`config.mk`:
```
export PLATFORM = sky130hd
export DESIGN_NAME = router_pkt_tx_flat
export DESIGN_NICKNAME = d
export VERILOG_FILES = /design/src/rtl/router_pkt_tx_if.sv /design/src/rtl/router_pkt_tx.sv /design/src/flat_wrapper.sv
export SDC_FILE = /design/constraint.sdc
export NUM_CORES = 1
export LEC_CHECK = 0
export CORE_MARGIN = 3
export CORE_UTILIZATION = 35
export DETAILED_ROUTE_END_ITERATION = 8
export DONT_BUFFER_PORTS = 1
export GPL_ROUTABILITY_DRIVEN = 0
export REMOVE_ABC_BUFFERS = 1
export SLEW_MARGIN = 15
export SYNTH_ARGS = -nofsm -noshare
export SYNTH_HDL_FRONTEND = slang
export SYNTH_SLANG_ARGS = --single-unit
export TNS_END_PERCENT = 1
```
`constraint.sdc`:
```
create_clock -name clock -period 5 [get_ports clock]
set_clock_uncertainty 0.2 [all_clocks]
set_input_delay 1 -clock clock [delete_from_list [all_inputs] [get_ports clock]]
set_output_delay 1 -clock clock [all_outputs]
set_load 0.01 [all_outputs]
```
`src/rtl/router_pkt_tx_if.sv`:
```
// Host command/payload channel plus router-side byte stream of router_pkt_tx.
// inject_err exists only when ROUTER_PKT_TX_ERR_INJECT_EN is defined.
interface router_pkt_tx_if;
    logic       cmd_valid;
    logic       cmd_ready;
    logic [1:0] cmd_dest;
    logic [5:0] cmd_len;
    logic       pl_valid;
    logic       pl_ready;
    logic [7:0] pl_data;
    logic       busy;
    logic       router_err;
    logic       pkt_valid;
    logic [7:0] tx_data;
    logic       tx_done;
    logic       bad_cmd;
    logic       err_seen;
`ifdef ROUTER_PKT_TX_ERR_INJECT_EN
    logic       inject_err;
`endif

    modport master (
`ifdef ROUTER_PKT_TX_ERR_INJECT_EN
        output inject_err,
`endif
        output cmd_valid, cmd_dest, cmd_len, pl_valid, pl_data, busy, router_err,
        input  cmd_ready, pl_ready, pkt_valid, tx_data, tx_done, bad_cmd, err_seen
    );

    modport slave (
`ifdef ROUTER_PKT_TX_ERR_INJECT_EN
        input  inject_err,
`endif
        input  cmd_valid, cmd_dest, cmd_len, pl_valid, pl_data, busy, router_err,
        output cmd_ready, pl_ready, pkt_valid, tx_data, tx_done, bad_cmd, err_seen
    );
endinterface

```
`src/rtl/router_pkt_tx.sv`:
```
// Router input-port packet transmitter: buffers a payload, then sends header/payload/parity.
// Optional ROUTER_PKT_TX_ERR_INJECT_EN adds inject_err to send an inverted parity byte.
module router_pkt_tx #(
    parameter int unsigned GAP_CYCLES = 3
) (
    input  logic           clock,
    input  logic           reset,
    router_pkt_tx_if.slave bus
);
    typedef enum logic [2:0] {
        ST_IDLE    = 3'd0,
        ST_LOAD    = 3'd1,
        ST_HEADER  = 3'd2,
        ST_PAYLOAD = 3'd3,
        ST_PARITY  = 3'd4,
        ST_GAP     = 3'd5
    } state_e;

    state_e     state_q, state_d;
    logic [1:0] dest_q, dest_d;
    logic [5:0] len_q, len_d;
    logic [5:0] idx_q, idx_d;
    logic [7:0] parity_q, parity_d;
    logic [7:0] tx_data_q, tx_data_d;
    logic [3:0] gap_q, gap_d;
    logic       pkt_valid_q, pkt_valid_d;
    logic       tx_done_q, tx_done_d;
    logic       bad_cmd_q, bad_cmd_d;
    logic       err_seen_q, err_seen_d;
    logic [7:0] mem_q [0:62];

    logic       mem_we_s;
    logic       cmd_fire_s;
    logic       last_idx_s;
    logic [5:0] idx_inc_s;
    logic [7:0] hdr_s;
    logic [7:0] parity_out_s;

    function automatic logic [7:0] par_acc(input logic [7:0] acc, input logic [7:0] b);
        return acc ^ b;
    endfunction

    assign cmd_fire_s = bus.cmd_valid && (state_q == ST_IDLE);
    assign idx_inc_s  = idx_q + 6'd1;
    assign last_idx_s = (idx_q == (len_q - 6'd1));
    assign hdr_s      = {len_q, dest_q};

`ifdef ROUTER_PKT_TX_ERR_INJECT_EN
    logic inj_q, inj_d;

    // Capture the per-packet parity-inversion request on command acceptance.
    always_comb begin
        inj_d = inj_q;
        if (cmd_fire_s) begin
            inj_d = bus.inject_err;
        end else begin
            inj_d = inj_q;
        end
    end

    // Injection flag register.
    always_ff @(posedge clock) begin
        if (reset) begin
            inj_q <= 1'b0;
        end else begin
            inj_q <= inj_d;
        end
    end

    assign parity_out_s = inj_q ? ~parity_q : parity_q;
`else
    assign parity_out_s = parity_q;
`endif

    // Next-state and next-output decode; tx_data/pkt_valid are set for the state being entered.
    always_comb begin
        state_d     = state_q;
        dest_d      = dest_q;
        len_d       = len_q;
        idx_d       = idx_q;
        parity_d    = parity_q;
        tx_data_d   = tx_data_q;
        pkt_valid_d = pkt_valid_q;
        gap_d       = gap_q;
        tx_done_d   = 1'b0;
        bad_cmd_d   = 1'b0;
        err_seen_d  = err_seen_q;
        mem_we_s    = 1'b0;
        case (state_q)
            ST_IDLE: begin
                if (cmd_fire_s) begin
                    dest_d     = bus.cmd_dest;
                    len_d      = bus.cmd_len;
                    parity_d   = 8'h00;
                    idx_d      = 6'd0;
                    err_seen_d = 1'b0;
                    if ((bus.cmd_dest == 2'd3) || (bus.cmd_len == 6'd0)) begin
                        bad_cmd_d = 1'b1;
                    end else begin
                        state_d = ST_LOAD;
                    end
                end else begin
                    state_d = ST_IDLE;
                end
            end
            ST_LOAD: begin
                if (bus.pl_valid) begin
                    mem_we_s = 1'b1;
                    parity_d = par_acc(parity_q, bus.pl_data);
                    idx_d    = idx_inc_s;
                    if (last_idx_s) begin
                        state_d     = ST_HEADER;
                        tx_data_d   = hdr_s;
                        pkt_valid_d = 1'b1;
                    end else begin
                        state_d = ST_LOAD;
                    end
                end else begin
                    state_d = ST_LOAD;
                end
            end
            ST_HEADER: begin
                if (!bus.busy) begin
                    parity_d    = par_acc(parity_q, hdr_s);
                    idx_d       = 6'd0;
                    state_d     = ST_PAYLOAD;
                    tx_data_d   = mem_q[0];
                    pkt_valid_d = 1'b1;
                end else begin
                    state_d = ST_HEADER;
                end
            end
            ST_PAYLOAD: begin
                if (!bus.busy) begin
                    if (last_idx_s) begin
                        state_d     = ST_PARITY;
                        tx_data_d   = parity_out_s;
                        pkt_valid_d = 1'b0;
                    end else begin
                        idx_d     = idx_inc_s;
                        tx_data_d = mem_q[idx_inc_s];
                    end
                end else begin
                    state_d = ST_PAYLOAD;
                end
            end
            ST_PARITY: begin
                if (!bus.busy) begin
                    state_d     = ST_GAP;
                    tx_done_d   = 1'b1;
                    tx_data_d   = 8'h00;
                    pkt_valid_d = 1'b0;
                    gap_d       = 4'd0;
                end else begin
                    state_d = ST_PARITY;
                end
            end
            ST_GAP: begin
                if (bus.router_err) begin
                    err_seen_d = 1'b1;
                end else begin
                    err_seen_d = err_seen_q;
                end
                if (gap_q == 4'(GAP_CYCLES - 1)) begin
                    state_d = ST_IDLE;
                end else begin
                    gap_d = gap_q + 4'd1;
                end
            end
            default: begin
                state_d     = ST_IDLE;
                tx_data_d   = 8'h00;
                pkt_valid_d = 1'b0;
            end
        endcase
    end

    // Control and output registers; synchronous reset abandons any packet in flight.
    always_ff @(posedge clock) begin
        if (reset) begin
            state_q     <= ST_IDLE;
            dest_q      <= 2'd0;
            len_q       <= 6'd0;
            idx_q       <= 6'd0;
            parity_q    <= 8'h00;
            tx_data_q   <= 8'h00;
            pkt_valid_q <= 1'b0;
            gap_q       <= 4'd0;
            tx_done_q   <= 1'b0;
            bad_cmd_q   <= 1'b0;
            err_seen_q  <= 1'b0;
        end else begin
            state_q     <= state_d;
            dest_q      <= dest_d;
            len_q       <= len_d;
            idx_q       <= idx_d;
            parity_q    <= parity_d;
            tx_data_q   <= tx_data_d;
            pkt_valid_q <= pkt_valid_d;
            gap_q       <= gap_d;
            tx_done_q   <= tx_done_d;
            bad_cmd_q   <= bad_cmd_d;
            err_seen_q  <= err_seen_d;
        end
    end

    // Payload buffer; every packet refills it in LOAD before PAYLOAD reads it.
    always_ff @(posedge clock) begin
        if (mem_we_s) begin
            mem_q[idx_q] <= bus.pl_data;
        end
    end

    assign bus.cmd_ready = (state_q == ST_IDLE) && !reset;
    assign bus.pl_ready  = (state_q == ST_LOAD);
    assign bus.pkt_valid = pkt_valid_q;
    assign bus.tx_data   = tx_data_q;
    assign bus.tx_done   = tx_done_q;
    assign bus.bad_cmd   = bad_cmd_q;
    assign bus.err_seen  = err_seen_q;
endmodule

```
`src/flat_wrapper.sv`:
```
// flat-port wrapper written by rule: the top's interface ports become plain ports
module router_pkt_tx_flat 
#(
    parameter int unsigned GAP_CYCLES = 3
)
  (clock, reset, bus_cmd_valid, bus_cmd_dest, bus_cmd_len, bus_pl_valid, bus_pl_data, bus_busy, bus_router_err, bus_cmd_ready, bus_pl_ready, bus_pkt_valid, bus_tx_data, bus_tx_done, bus_bad_cmd, bus_err_seen);
  router_pkt_tx_if bus_i ();
  input  logic clock;
  input  logic reset;
  input wire logic [$bits(bus_i.cmd_valid)-1:0] bus_cmd_valid;
  input wire logic [$bits(bus_i.cmd_dest)-1:0] bus_cmd_dest;
  input wire logic [$bits(bus_i.cmd_len)-1:0] bus_cmd_len;
  input wire logic [$bits(bus_i.pl_valid)-1:0] bus_pl_valid;
  input wire logic [$bits(bus_i.pl_data)-1:0] bus_pl_data;
  input wire logic [$bits(bus_i.busy)-1:0] bus_busy;
  input wire logic [$bits(bus_i.router_err)-1:0] bus_router_err;
  output wire logic [$bits(bus_i.cmd_ready)-1:0] bus_cmd_ready;
  output wire logic [$bits(bus_i.pl_ready)-1:0] bus_pl_ready;
  output wire logic [$bits(bus_i.pkt_valid)-1:0] bus_pkt_valid;
  output wire logic [$bits(bus_i.tx_data)-1:0] bus_tx_data;
  output wire logic [$bits(bus_i.tx_done)-1:0] bus_tx_done;
  output wire logic [$bits(bus_i.bad_cmd)-1:0] bus_bad_cmd;
  output wire logic [$bits(bus_i.err_seen)-1:0] bus_err_seen;
  assign bus_i.cmd_valid = bus_cmd_valid;
  assign bus_i.cmd_dest = bus_cmd_dest;
  assign bus_i.cmd_len = bus_cmd_len;
  assign bus_i.pl_valid = bus_pl_valid;
  assign bus_i.pl_data = bus_pl_data;
  assign bus_i.busy = bus_busy;
  assign bus_i.router_err = bus_router_err;
  assign bus_cmd_ready = bus_i.cmd_ready;
  assign bus_pl_ready = bus_i.pl_ready;
  assign bus_pkt_valid = bus_i.pkt_valid;
  assign bus_tx_data = bus_i.tx_data;
  assign bus_tx_done = bus_i.tx_done;
  assign bus_bad_cmd = bus_i.bad_cmd;
  assign bus_err_seen = bus_i.err_seen;
  router_pkt_tx #(.GAP_CYCLES(GAP_CYCLES)) u_core (.clock(clock), .reset(reset), .bus(bus_i));
endmodule
```
==> results of run 1 <==
-- logic make-up after synthesis --
family	after synthesis	synth area share, %
XOR/XNOR	16	0.788
adder cells (fa/ha/maj)	4	0.227
AO/OA/AOI/OAI	150	4.59
flip-flops	545	72.3
AND/OR/NAND/NOR	331	6.75
buffers and inverters	85	2.01
multiplexers	144	13.4
-- layout make-up --
| class | count | area share [%] |
|---|---|---|
| Sequential cell | 545 | 64.6 |
| Multi-Input combinational cell | 645 | 23.2 |
| Clock buffer | 60 | 5.48 |
| Tap cell | 837 | 4.24 |
| Clock inverter | 36 | 1.46 |
| Timing Repair Buffer | 25 | 0.862 |
| Inverter | 9 | 0.137 |
| Antenna cell | 1 | 0.0101 |
-- per-layer routing --
layer	wire length [um]	share of wire, %	vias to the layer above	GRT usage [%]
li1	-	-	5097	-
met1	22300	42	6228	22.1
met5	0	0	-	0
met2	24600	46	457	24.4
met3	4410	8.3	99	3.77
met4	1790	3.4	0	6.46
-- flip-flops by register name, summed over array words and instances (netlist names) --
| register | cells |
|---|---|
| u_core.mem_q | 504 |
| u_core.bus.tx_data | 8 |
| u_core.parity_out_s | 8 |
| u_core.idx_q | 6 |
| u_core.len_q | 6 |
| u_core.gap_q | 4 |
| u_core.state_q | 3 |
| u_core.dest_q | 2 |
| u_core.bus.bad_cmd | 1 |
| u_core.bus.err_seen | 1 |
| u_core.bus.pkt_valid | 1 |
| u_core.bus.tx_done | 1 |
-- cells in the final DEF (no fill, tap or decap), types with 5 or more instances in the layout --
cell type,count
mux4_2,121
or3_1,11
nor4_1,5
a22oi_1,12
clkinv_2,12
a21oi_1,49
nor2_1,102
dfxtp_1,40
o21ai_0,24
clkbuf_16,53
clkinv_1,12
nand2b_1,12
nand4_1,14
clkinvlp_4,5
clkbuf_1,7
o22ai_1,8
nand2_1,122
xor2_1,6
mux2i_1,23
a222oi_1,8
nor3_1,10
bufinv_16,7
nor2b_1,5
buf_4,23
inv_1,8
o2bb2a_1,5
o311ai_1,6
xnor2_1,5
o221ai_1,6
edfxtp_1,504
nand3_1,33
-- power breakdown --
| part | switching [mW] | internal (mW) |
|---|---|---|
| clock | 1.68 | 2.30 |
| sequential | 0.0201 | 4.99 |
| combinational | 0.278 | 0.208 |
| total | 1.98 | 7.50 |
-- cell usage after synthesis, drive strengths merged, types with 9 or more instances --
cell type	number	area, um^2
mux2i	23	230
a22oi	12	90.1
mux4	121	2730
or3	11	68.8
dfxtp	41	821
nand4	14	87.6
clkbuf	25	93.8
nand2	122	458
buf	51	315
a21oi	49	245
nand3	34	175
edfxtp	504	15100
nor2	102	383
xor2	9	105
o21ai	24	120
nand2b	12	75.1
nor3	11	60.1
-- worst max-delay path, stage by stage (launching register included) --
cell and delay [ps]:
dfxtp_1 640, nor2b_1 100, buf_4 190, nand2b_1 450, clkinv_1 680
-- how the worst max path moves through the flow --
stage,from,depth (start not counted),end,slack [ps]
after floorplan,u_core.idx_q[0]$_SDFFE_PP0P_,7,u_core.bus.tx_data[6]$_SDFFE_PP0P_,-4430
after global placement,u_core.idx_q[1]$_SDFFE_PP0P_,7,u_core.bus.tx_data[6]$_SDFFE_PP0P_,1310
after detailed placement,u_core.idx_q[1]$_SDFFE_PP0P_,7,u_core.bus.tx_data[6]$_SDFFE_PP0P_,1290
after CTS,u_core.state_q[2]$_SDFFE_PP0P_,4,bus_pl_ready,1120
after global routing,u_core.state_q[2]$_SDFFE_PP0P_,4,bus_pl_ready,1000
final,u_core.state_q[2]$_SDFFE_PP0P_,4,bus_pl_ready,1130
==> flow_summary.rst, run 1 <==
.. list-table::
   :header-rows: 1

   * - Metric
     - Value
   * - Outcome
     - finished, final reports clean
   * - Via density per instance
     - 5.51
   * - Number of maximum-capacitance violations
     - 0
   * - Antenna violations before repair
     - 1
   * - Hold Path Sink
     - u_core.idx_q[0]$_SDFFE_PP0P_
   * - Detailed Place HPWL
     - 32,400 um
   * - CTS Hold Bufs
     - 0
   * - Via count of the first global-routing pass
     - 11,700
   * - Worst setup SP type
     - register
   * - Multi-input gate area in the final layout
     - 5720 um^2
   * - Post-detailed-routing wire length
     - 53,100 um
   * - Kind of capture point of the worst setup path
     - output port
   * - Number of levels the H-tree was split into
     - 2
   * - Root buffer cell
     - clkbuf_16
   * - Count of nets after finishing
     - 1,305
   * - Cell Pwr Density
     - 384 nW/um^2
   * - Remaining routing DRC violations
     - 0
   * - Number of sinks on the clock net
     - 545
   * - Crit Path Max Fanout
     - 18
   * - Total overflow reported by the global router
     - 0
   * - Number of instances on the worst hold path
     - 1
   * - Capture point of the worst reg-to-reg path
     - u_core.mem_q[23][5]$_DFFE_PP_
   * - Total negative setup slack
     - 0 ps
   * - Deepest clock path buffer count
     - 3
   * - Share of layout cells above drive strength 1
     - 18.2%
   * - Filler Cell Count
     - 5,524
   * - Pre-antenna DRT Iters
     - 7
   * - Post-placement setup slack
     - 1290 ps
   * - Area Overhead vs Synth
     - 11.8%
   * - Transition time at the pin with the least slew margin
     - 1060 ps
   * - Placed standard-cell area
     - 23,000 um^2
   * - Number of nets still failing antenna checks after routing
     - 0
   * - Final Hold Viols
     - 0
   * - Distinct cells, synth
     - 66
   * - Global-route wire length before repair
     - 78,600 um
   * - # IOs
     - 36
   * - Final clock period utilization by the worst path
     - 77.4%
   * - Required @ worst endpoint
     - 3800 ps
   * - Vertical die dimension
     - 257 um
   * - Clock slew at reported path FFs
     - 60 ps
   * - Iteration-0 DRC count of the detailed router
     - 1,363
   * - Primary FF master, synth
     - edfxtp_1
   * - Count of flip-flops with a built-in enable after synthesis
     - 504
   * - Data arrival time of the worst path
     - 2670 ps
   * - Pin count of the biggest net entering global routing
     - 122
   * - RSZ-0062 raised after global routing
     - false
   * - Leakage component of the power
     - 7.42 nW
   * - Sequential area share after synthesis
     - 72.3%
   * - Smallest setup slack after layout
     - 1130 ps
   * - Number of port buffers
     - 0
   * - Number of gates given a new drive strength after cts
     - 0
   * - Share of flip-flops with an asynchronous set or reset after synthesis
     - 0%
   * - Max-Slew Margin vs Limit
     - 29.1%
   * - Number of max-slew violations in the final report
     - 0
   * - Clock latency on the worst-skew pair
     - 590 ps
   * - Time the final worst path needs with I/O delays and setup
     - 3870 ps
   * - Flops & latches, synth
     - 545
   * - CP Class
     - reg -> out
   * - Source of the worst register-to-register timing path
     - u_core.state_q[0]$_SDFFE_PP0P_
   * - Number of cells on the worst reg-to-reg path
     - 6
   * - Average detailed-routed wire length per instance
     - 24.6 um
   * - Cell count after synthesis
     - 1,275
   * - CTS tree
     - built
   * - Die Wd
     - 257 um
   * - Yosys warns
     - 0
   * - Fmax achieved
     - 258 MHz
   * - Number of placed instances with taps included
     - 2,061
   * - Final hold slack
     - 272 ps
   * - Hold Path Origin
     - reset
   * - Mean post-synth cell area
     - 17.3 um^2
   * - Final cell count without fillers
     - 2,158
   * - Number of placement rows
     - 91
   * - R2r setup slk
     - 1260 ps
   * - Final design instance area without fill
     - 24,700 um^2
   * - Worst min-delay path category
     - in -> reg
   * - Core box area
     - 62,100 um^2
   * - Overall via count from detail_route
     - 11,900
   * - Post-layout total power
     - 9.47 mW
   * - Worst IR drop on VDD
     - 229 uV
   * - Starting density of the core
     - 35.6%
   * - Util after Layout
     - 39.8%
   * - Total Die Area
     - 66,100 um^2
   * - Area of the mapped netlist
     - 22,100 um^2
   * - Number of setup buffers added after CTS
     - 0
   * - Number of buffers inserted during clock tree synthesis
     - 53
   * - Sequential cell area
     - 16,000 um^2
   * - Total GRT Usage
     - 16.0%
   * - Final setup vio count
     - 0
Power figures use the tool's default switching activity.
==> inputs of run 2 (changes only) <==
clock period = 3.5 ns   (was 5 ns; I/O delays follow)
==> flow_summary.rst, run 2 (same netlist as run 1, synthesis figures left out) <==
.. list-table::
   :header-rows: 1

   * - Metric
     - Value
   * - Final design instance area without fill
     - 25,800 um^2 (was 24,700 um^2)
   * - Die Wd
     - 257 um (unchanged)
   * - Fmax achieved
     - 309 MHz
   * - Number of sinks on the clock net
     - 545 (unchanged)
   * - Total Die Area
     - 66,100 um^2 (unchanged)
   * - Capture point of the worst reg-to-reg path
     - u_core.bus.tx_data[4]$_SDFFE_PP0P_ (was u_core.mem_q[23][5]$_DFFE_PP_)
   * - Vertical die dimension
     - 257 um (unchanged)
   * - Endpoint of the most critical setup path
     - u_core.bus.tx_data[4]$_SDFFE_PP0P_ (was bus_pl_ready)
   * - Post-detailed-routing wire length
     - 55,600 um (was 53,100 um)
   * - Total overflow reported by the global router
     - 0 (unchanged)
   * - Number of port buffers
     - 0 (unchanged)
   * - Largest register by flop count
     - u_core.mem_q (unchanged)
   * - Count of nets after finishing
     - 1,402 (was 1,305)
   * - Kind of cell adding the most delay to the critical path
     - compound AO/OA/AOI/OAI gates (was buffers and inverters)
   * - Core box area
     - 62,100 um^2 (unchanged)
   * - Filler Cell Count
     - 5,485 (was 5,524)
   * - Critical path buffer and inverter count
     - 1 (was 2)
   * - Final Hold Viols
     - 0 (unchanged)
   * - Worst min-delay path category
     - in -> reg (unchanged)
   * - Launching element of the worst setup path
     - u_core.idx_q[1]$_SDFFE_PP0P_ (was u_core.state_q[2]$_SDFFE_PP0P_)
   * - Via density per instance
     - 5.39 (was 5.51)
   * - Max-Slew Margin vs Limit
     - 19.3% (was 29.1%)
   * - Number of placed instances with taps included
     - 2,137 (was 2,061)
   * - Multi-input gate area in the final layout
     - 5720 um^2 (unchanged)
   * - Number of cells on the worst reg-to-reg path
     - 8 (was 6)
   * - Average detailed-routed wire length per instance
     - 24.6 um (about the same)
   * - Number of levels the H-tree was split into
     - 2 (unchanged)
   * - Total GRT Usage
     - 16.8% (was 16.0%)
   * - Time the final worst path needs with I/O delays and setup
     - 3230 ps
   * - Antenna cell count
     - 0 (was 1)
   * - Kind of capture point of the worst setup path
     - register (was output port)
   * - Via count of the first global-routing pass
     - 12,200 (was 11,700)
   * - Worst setup SP type
     - register (unchanged)
   * - Final setup vio count
     - 0 (unchanged)
   * - Clock slew at reported path FFs
     - 60 ps (about the same)
   * - Leakage component of the power
     - 8.05 nW (was 7.42 nW)
   * - Placed standard-cell area
     - 23,600 um^2 (was 23,000 um^2)
   * - Area Overhead vs Synth
     - 16.7% (was 11.8%)
   * - Max stage delay on crit path
     - 590 ps (was 680 ps)
   * - Starting density of the core
     - 35.6% (unchanged)
   * - Crit Path Max Fanout
     - 35 (was 18)
   * - Deepest clock path buffer count
     - 3 (unchanged)
   * - Remaining routing DRC violations
     - 0 (unchanged)
   * - RSZ-0062 raised after global routing
     - false (unchanged)
   * - R2r setup slk
     - 270 ps (was 1260 ps)
   * - Number of buffers inserted during clock tree synthesis
     - 55 (was 53)
   * - Final hold slack
     - 30.6 ps (was 272 ps)
   * - Series of cell instances along the critical path
     - ha_4 -> buf_12 -> nor2b_1 -> a22oi_1 -> a311oi_1 -> a31o_2 -> o311ai_1 -> a22o_1 (was nor2b_1 -> buf_4 -> nand2b_1 -> clkinv_1)
   * - Max reg flops
     - 504 (unchanged)
   * - # IOs
     - 36 (unchanged)
   * - Share of layout cells above drive strength 1
     - 23.1% (was 18.2%)
   * - Required @ worst endpoint
     - 3800 ps (about the same)
   * - Source of the worst register-to-register timing path
     - u_core.idx_q[1]$_SDFFE_PP0P_ (was u_core.state_q[0]$_SDFFE_PP0P_)
   * - Sequential cell area
     - 16,000 um^2 (unchanged)
   * - Overall via count from detail_route
     - 12,200 (was 11,900)
   * - Outcome
     - finished, final reports clean (unchanged)
   * - Cell Pwr Density
     - 547 nW/um^2 (was 384 nW/um^2)
   * - Most frequent standard cell in the layout excluding fill and tap cells
     - edfxtp_1 (unchanged)
   * - Final cell count without fillers
     - 2,257 (was 2,158)
   * - Detailed Place HPWL
     - 32,900 um (was 32,400 um)
   * - Number of maximum-capacitance violations
     - 0 (unchanged)
   * - Data arrival time of the worst path
     - 3530 ps (was 2670 ps)
   * - Critical path's slowest cell
     - dfxtp_1 (was clkinv_1)
   * - CP Class
     - reg -> reg (was reg -> out)
   * - Number of gates given a new drive strength after cts
     - 0 (unchanged)
   * - Most frequent cells in the layout
     - 504 x edfxtp_1, 122 x nand2_1, 121 x mux4_2 (unchanged)
   * - Final clock period utilization by the worst path
     - 92.4%
   * - CTS tree
     - built (unchanged)
   * - Critical path depth in cells
     - 8 (was 4)
   * - Number of placement rows
     - 91 (unchanged)
   * - Global-route wire length before repair
     - 82,700 um (was 78,600 um)
   * - Worst IR drop on VDD
     - 363 uV (was 229 uV)
   * - Number of nets still failing antenna checks after routing
     - 0 (unchanged)
   * - Root buffer cell
     - clkbuf_16 (unchanged)
   * - Pre-antenna DRT Iters
     - 6 (was 7)
   * - Clock latency on the worst-skew pair
     - 620 ps (was 590 ps)
   * - Antenna violations before repair
     - 1 (unchanged)
   * - Number of max-slew violations in the final report
     - 0 (unchanged)
   * - Number of setup buffers added after CTS
     - 0 (unchanged)
   * - Transition time at the pin with the least slew margin
     - 1210 ps (was 1060 ps)
   * - Iteration-0 DRC count of the detailed router
     - 1,405 (was 1,363)
   * - Pin count of the biggest net entering global routing
     - 64 (was 122)
==> run 2: where the power goes <==
group / switching, mW / total, mW / internal, mW
clock network: 2.46 / 6.08 / 3.62
registers: 0.0281 / 7.15 / 7.13
logic: 0.503 / 0.851 / 0.347
total: 2.99 / 14.1 / 11.1
==> run 2: worst min-delay path by stage <==
stage               cells after the start  slack (ps)                                start                                  end
floorplan                               2         250  u_core.parity_out_s[0]$_SDFFE_PP0P_  u_core.parity_out_s[0]$_SDFFE_PP0P_
global placement                        2         260  u_core.parity_out_s[7]$_SDFFE_PP0P_  u_core.parity_out_s[7]$_SDFFE_PP0P_
detailed placement                      2         270  u_core.parity_out_s[0]$_SDFFE_PP0P_  u_core.parity_out_s[0]$_SDFFE_PP0P_
CTS                                     2           3                       bus_cmd_len[0]         u_core.len_q[0]$_SDFFE_PP0P_
global route                            2          20                      bus_cmd_dest[1]        u_core.dest_q[1]$_SDFFE_PP0P_
finish                                  2          30                      bus_cmd_dest[1]        u_core.dest_q[1]$_SDFFE_PP0P_
==> run 2: routing by layer <==
layer | routed length [um] | GRT usage, % | vias to the layer above | part of all wire (%)
li1 | - | - | 5285 | -
met1 | 23200 | 22.9 | 6291 | 42
met2 | 26000 | 26.2 | 490 | 47
met3 | 4780 | 4.56 | 93 | 8.6
met4 | 1580 | 5.45 | 2 | 2.8
met5 | 18 | 0 | - | 0.032
==> run 2: layout make-up <==
cell class,count,share of cell area (%)
Clock buffer,62,5.44
Multi-Input combinational cell,645,22.2
Clock inverter,39,1.85
Timing Repair Buffer,120,4.37
Tap cell,837,4.06
Inverter,9,0.131
Sequential cell,545,61.9
==> run 2: per-stage QoR <==
stage	util, %	power (mW)	TNS, ps	worst slack [ps]
final	41.5	14.1	0	268
after detailed placement	38.0	8.00	0	276
after global placement	38.0	8.00	0	303
after floorplan	-	7.82	-1548220	-5930
after CTS	41.5	14.2	0	256
after global routing	41.5	14.5	0	129
==> run 2: worst reg2reg max path: cells and delay by family, from the launching register on <==
kind | cells | cell delay (ps)
flops | 1 | 590
compound gates | 5 | 1100
buf+inv | 1 | 280
fa+ha+maj | 1 | 350
simple gates | 1 | 620
==> run 2: timing repair <==
action                                  CTS  global route
hold buffers                             19             0
hold endpoints to repair                397             0
endpoints found under the setup margin    0             0
==> inputs of run 3 (changes only) <==
clock period = 3.21 ns   (was 3.5 ns; I/O delays follow)
==> flow_summary.rst, run 3 (same netlist as run 1, synthesis figures left out) <==
.. list-table::
   :header-rows: 1

   * - Metric
     - Value
   * - Antenna violations before repair
     - 1 (unchanged)
   * - Worst setup SP type
     - register (unchanged)
   * - Post-placement setup slack
     - 33.8 ps (was 276 ps)
   * - Most frequent cells in the layout
     - 504 x edfxtp_1, 122 x nand2_1, 121 x mux4_2 (unchanged)
   * - Worst IR drop on VDD
     - 409 uV (was 363 uV)
   * - Util after Layout
     - 41.4% (was 41.5%)
   * - Cell Pwr Density
     - 581 nW/um^2 (was 547 nW/um^2)
   * - Total overflow reported by the global router
     - 0 (unchanged)
   * - CTS tree
     - built (unchanged)
   * - Final clock period utilization by the worst path
     - 95.6%
   * - Starting density of the core
     - 35.6% (unchanged)
   * - Detailed Place HPWL
     - 32,200 um (was 32,900 um)
   * - Core box area
     - 62,100 um^2 (unchanged)
   * - Overall via count from detail_route
     - 12,100 (was 12,200)
   * - Number of maximum-capacitance violations
     - 0 (unchanged)
   * - Post-layout total power
     - 14.9 mW (was 14.1 mW)
   * - Pre-antenna DRT Iters
     - 5 (was 6)
   * - Global-route wire length before repair
     - 80,900 um (was 82,700 um)
   * - Most frequent standard cell in the layout excluding fill and tap cells
     - edfxtp_1 (unchanged)
   * - Hold Path Sink
     - u_core.bus.pkt_valid$_SDFFE_PP0P_ (was u_core.dest_q[1]$_SDFFE_PP0P_)
   * - Fmax achieved
     - 326 MHz
   * - Count of nets after finishing
     - 1,397 (was 1,402)
   * - Root buffer cell
     - clkbuf_16 (unchanged)
   * - Largest register by flop count
     - u_core.mem_q (unchanged)
   * - Number of setup buffers added after CTS
     - 0 (unchanged)
   * - Most congested layer reported by global routing
     - met2 (unchanged)
   * - Final hold slack
     - 24.6 ps (was 30.6 ps)
   * - Routing usage on met1
     - 22.5% (was 22.9%)
   * - Total GRT Usage
     - 16.3% (was 16.8%)
   * - Pin count of the biggest net entering global routing
     - 64 (unchanged)
   * - Share of layout cells above drive strength 1
     - 23.1% (about the same)
   * - Number of buffers inserted during clock tree synthesis
     - 54 (was 55)
   * - Number of placement rows
     - 91 (unchanged)
   * - Series of cell instances along the critical path
     - nor2b_1 -> nand2b_1 -> buf_4 -> clkinv_1 -> buf_4 (was ha_4 -> buf_12 -> nor2b_1 -> a22oi_1 -> a311oi_1 -> a31o_2 -> o311ai_1 -> a22o_1)
   * - Met2 capacity usage during global routing
     - 25.7% (was 26.2%)
   * - RSZ-0062 raised after global routing
     - false (unchanged)
   * - Remaining routing DRC violations
     - 0 (unchanged)
   * - R2r setup slk
     - 190 ps (was 270 ps)
   * - Smallest setup slack after layout
     - 140 ps (was 268 ps)
   * - Met3 Resource Use GR
     - 4.00% (was 4.56%)
   * - Number of max-slew violations in the final report
     - 0 (unchanged)
   * - Post-detailed-routing wire length
     - 53,900 um (was 55,600 um)
   * - Via count of the first global-routing pass
     - 12,300 (was 12,200)
   * - Number of instances on the worst hold path
     - 2 (unchanged)
   * - Number of sinks on the clock net
     - 545 (unchanged)
   * - Iteration-0 DRC count of the detailed router
     - 1,418 (was 1,405)
   * - Via density per instance
     - 5.37 (was 5.39)
   * - Number of nets still failing antenna checks after routing
     - 0 (unchanged)
   * - Total Die Area
     - 66,100 um^2 (unchanged)
   * - Final Hold Viols
     - 0 (unchanged)
   * - # IOs
     - 36 (unchanged)
   * - Number of cells on the worst reg-to-reg path
     - 7 (was 8)
   * - Max stage delay on crit path
     - 420 ps (was 590 ps)
   * - Most frequent CP cell
     - buf_4
   * - Number of levels the H-tree was split into
     - 2 (unchanged)
   * - Area Overhead vs Synth
     - 16.3% (was 16.7%)
   * - Crit Path Max Fanout
     - 16 (was 35)
   * - Total negative setup slack
     - 0 ps (unchanged)
   * - Worst min-delay path category
     - in -> reg (unchanged)
   * - Clock slew at reported path FFs
     - 60 ps (about the same)
   * - Critical path's slowest cell
     - clkinv_1 (was dfxtp_1)
   * - Transition time at the pin with the least slew margin
     - 1210 ps (about the same)
   * - Number of port buffers
     - 0 (unchanged)
   * - Outcome
     - finished, final reports clean (unchanged)
   * - Source of the worst register-to-register timing path
     - u_core.idx_q[2]$_SDFFE_PP0P_ (was u_core.idx_q[1]$_SDFFE_PP0P_)
   * - Die Wd
     - 257 um (unchanged)
   * - Antenna cell count
     - 0 (unchanged)
   * - Clock latency on the worst-skew pair
     - 620 ps (about the same)
   * - Leakage component of the power
     - 8.00 nW (was 8.05 nW)
   * - Kind of capture point of the worst setup path
     - output port (was register)
   * - Time the final worst path needs with I/O delays and setup
     - 3070 ps
   * - Average detailed-routed wire length per instance
     - 23.9 um (was 24.6 um)
   * - Required @ worst endpoint
     - 2370 ps (was 3800 ps)
   * - Vertical die dimension
     - 257 um (unchanged)
   * - CP Class
     - reg -> out (was reg -> reg)
   * - Max reg flops
     - 504 (unchanged)
   * - Final setup vio count
     - 0 (unchanged)
   * - Deepest clock path buffer count
     - 3 (unchanged)
   * - Data arrival time of the worst path
     - 2230 ps (was 3530 ps)
   * - Max-Slew Margin vs Limit
     - 18.9% (was 19.3%)
   * - Capture point of the worst reg-to-reg path
     - u_core.bus.tx_data[6]$_SDFFE_PP0P_ (was u_core.bus.tx_data[4]$_SDFFE_PP0P_)
   * - Hold Path Origin
     - reset (was bus_cmd_dest[1])
run 3: cell count changes in the layout (fill, tap and decap cells not counted), sizes merged:
| cell | before | now |
|---|---|---|
| buf | 109 | 106 |
| bufinv | 10 | 5 |
| clkinv | 26 | 25 |
| clkinvlp | 3 | 5 |
| dlygate4sd3 | 11 | 10 |
| inv | 9 | 11 |
run 3: per-stage QoR:
step                      std cells  area [um^2]
after floorplan                1199        21700
after global placement         2134        23600
after detailed placement       2134        23600
after CTS                      2251        25700
after global routing           2251        25700
final                          2251        25700
run 3: routing by layer:
layer	vias to the layer above	wire length, um	share of wire (%)
li1	5292	-	-
met1	6223	23100	43
met2	471	25300	47
met3	90	4310	8.0
met4	2	1220	2.3
met5	-	9	0.017
run 3: worst max-delay path: cells and delay by family (launching register included):
kind	cells	cell delay, ps
buffers and inverters	3	1000
flip-flops	1	310
AND/OR/NAND/NOR	2	310
run 3: where the power goes:
part,internal (mW),leakage (nW),switching [mW]
Sequential,7.77,4.86,0.0242
Clock,3.52,0.848,2.70
Combinational,0.390,2.29,0.529
Total,11.7,8.00,3.26
run 3: what timing repair did:
action | 4_1_cts | 5_1_grt
hold buffers | 18 | 0
resized for setup | 0 | 1
endpoints found under the setup margin | 0 | 1
hold endpoints to repair | 532 | 0
run 3: area by class of cell:
cell class | instances | area, um^2
fillers | 5472 | 36400
flip-flops and latches | 545 | 16000
multi-input cells | 645 | 5730
clock buffers | 62 | 1380
repair buffers | 116 | 1170
well taps | 837 | 1050
clock inverters | 37 | 364
inverters | 9 | 33.8
run 3: worst max-delay path by stage:
stage	from	depth (start not counted)	end
after detailed placement	u_core.idx_q[0]$_SDFFE_PP0P_	8	u_core.bus.tx_data[6]$_SDFFE_PP0P_
after global routing	u_core.idx_q[0]$_SDFFE_PP0P_	9	u_core.bus.tx_data[4]$_SDFFE_PP0P_
final	u_core.state_q[0]$_SDFFE_PP0P_	5	bus_pl_ready
after global placement	u_core.idx_q[0]$_SDFFE_PP0P_	8	u_core.bus.tx_data[6]$_SDFFE_PP0P_
after floorplan	u_core.idx_q[0]$_SDFFE_PP0P_	7	u_core.bus.tx_data[6]$_SDFFE_PP0P_
after CTS	u_core.idx_q[0]$_SDFFE_PP0P_	8	u_core.bus.tx_data[6]$_SDFFE_PP0P_
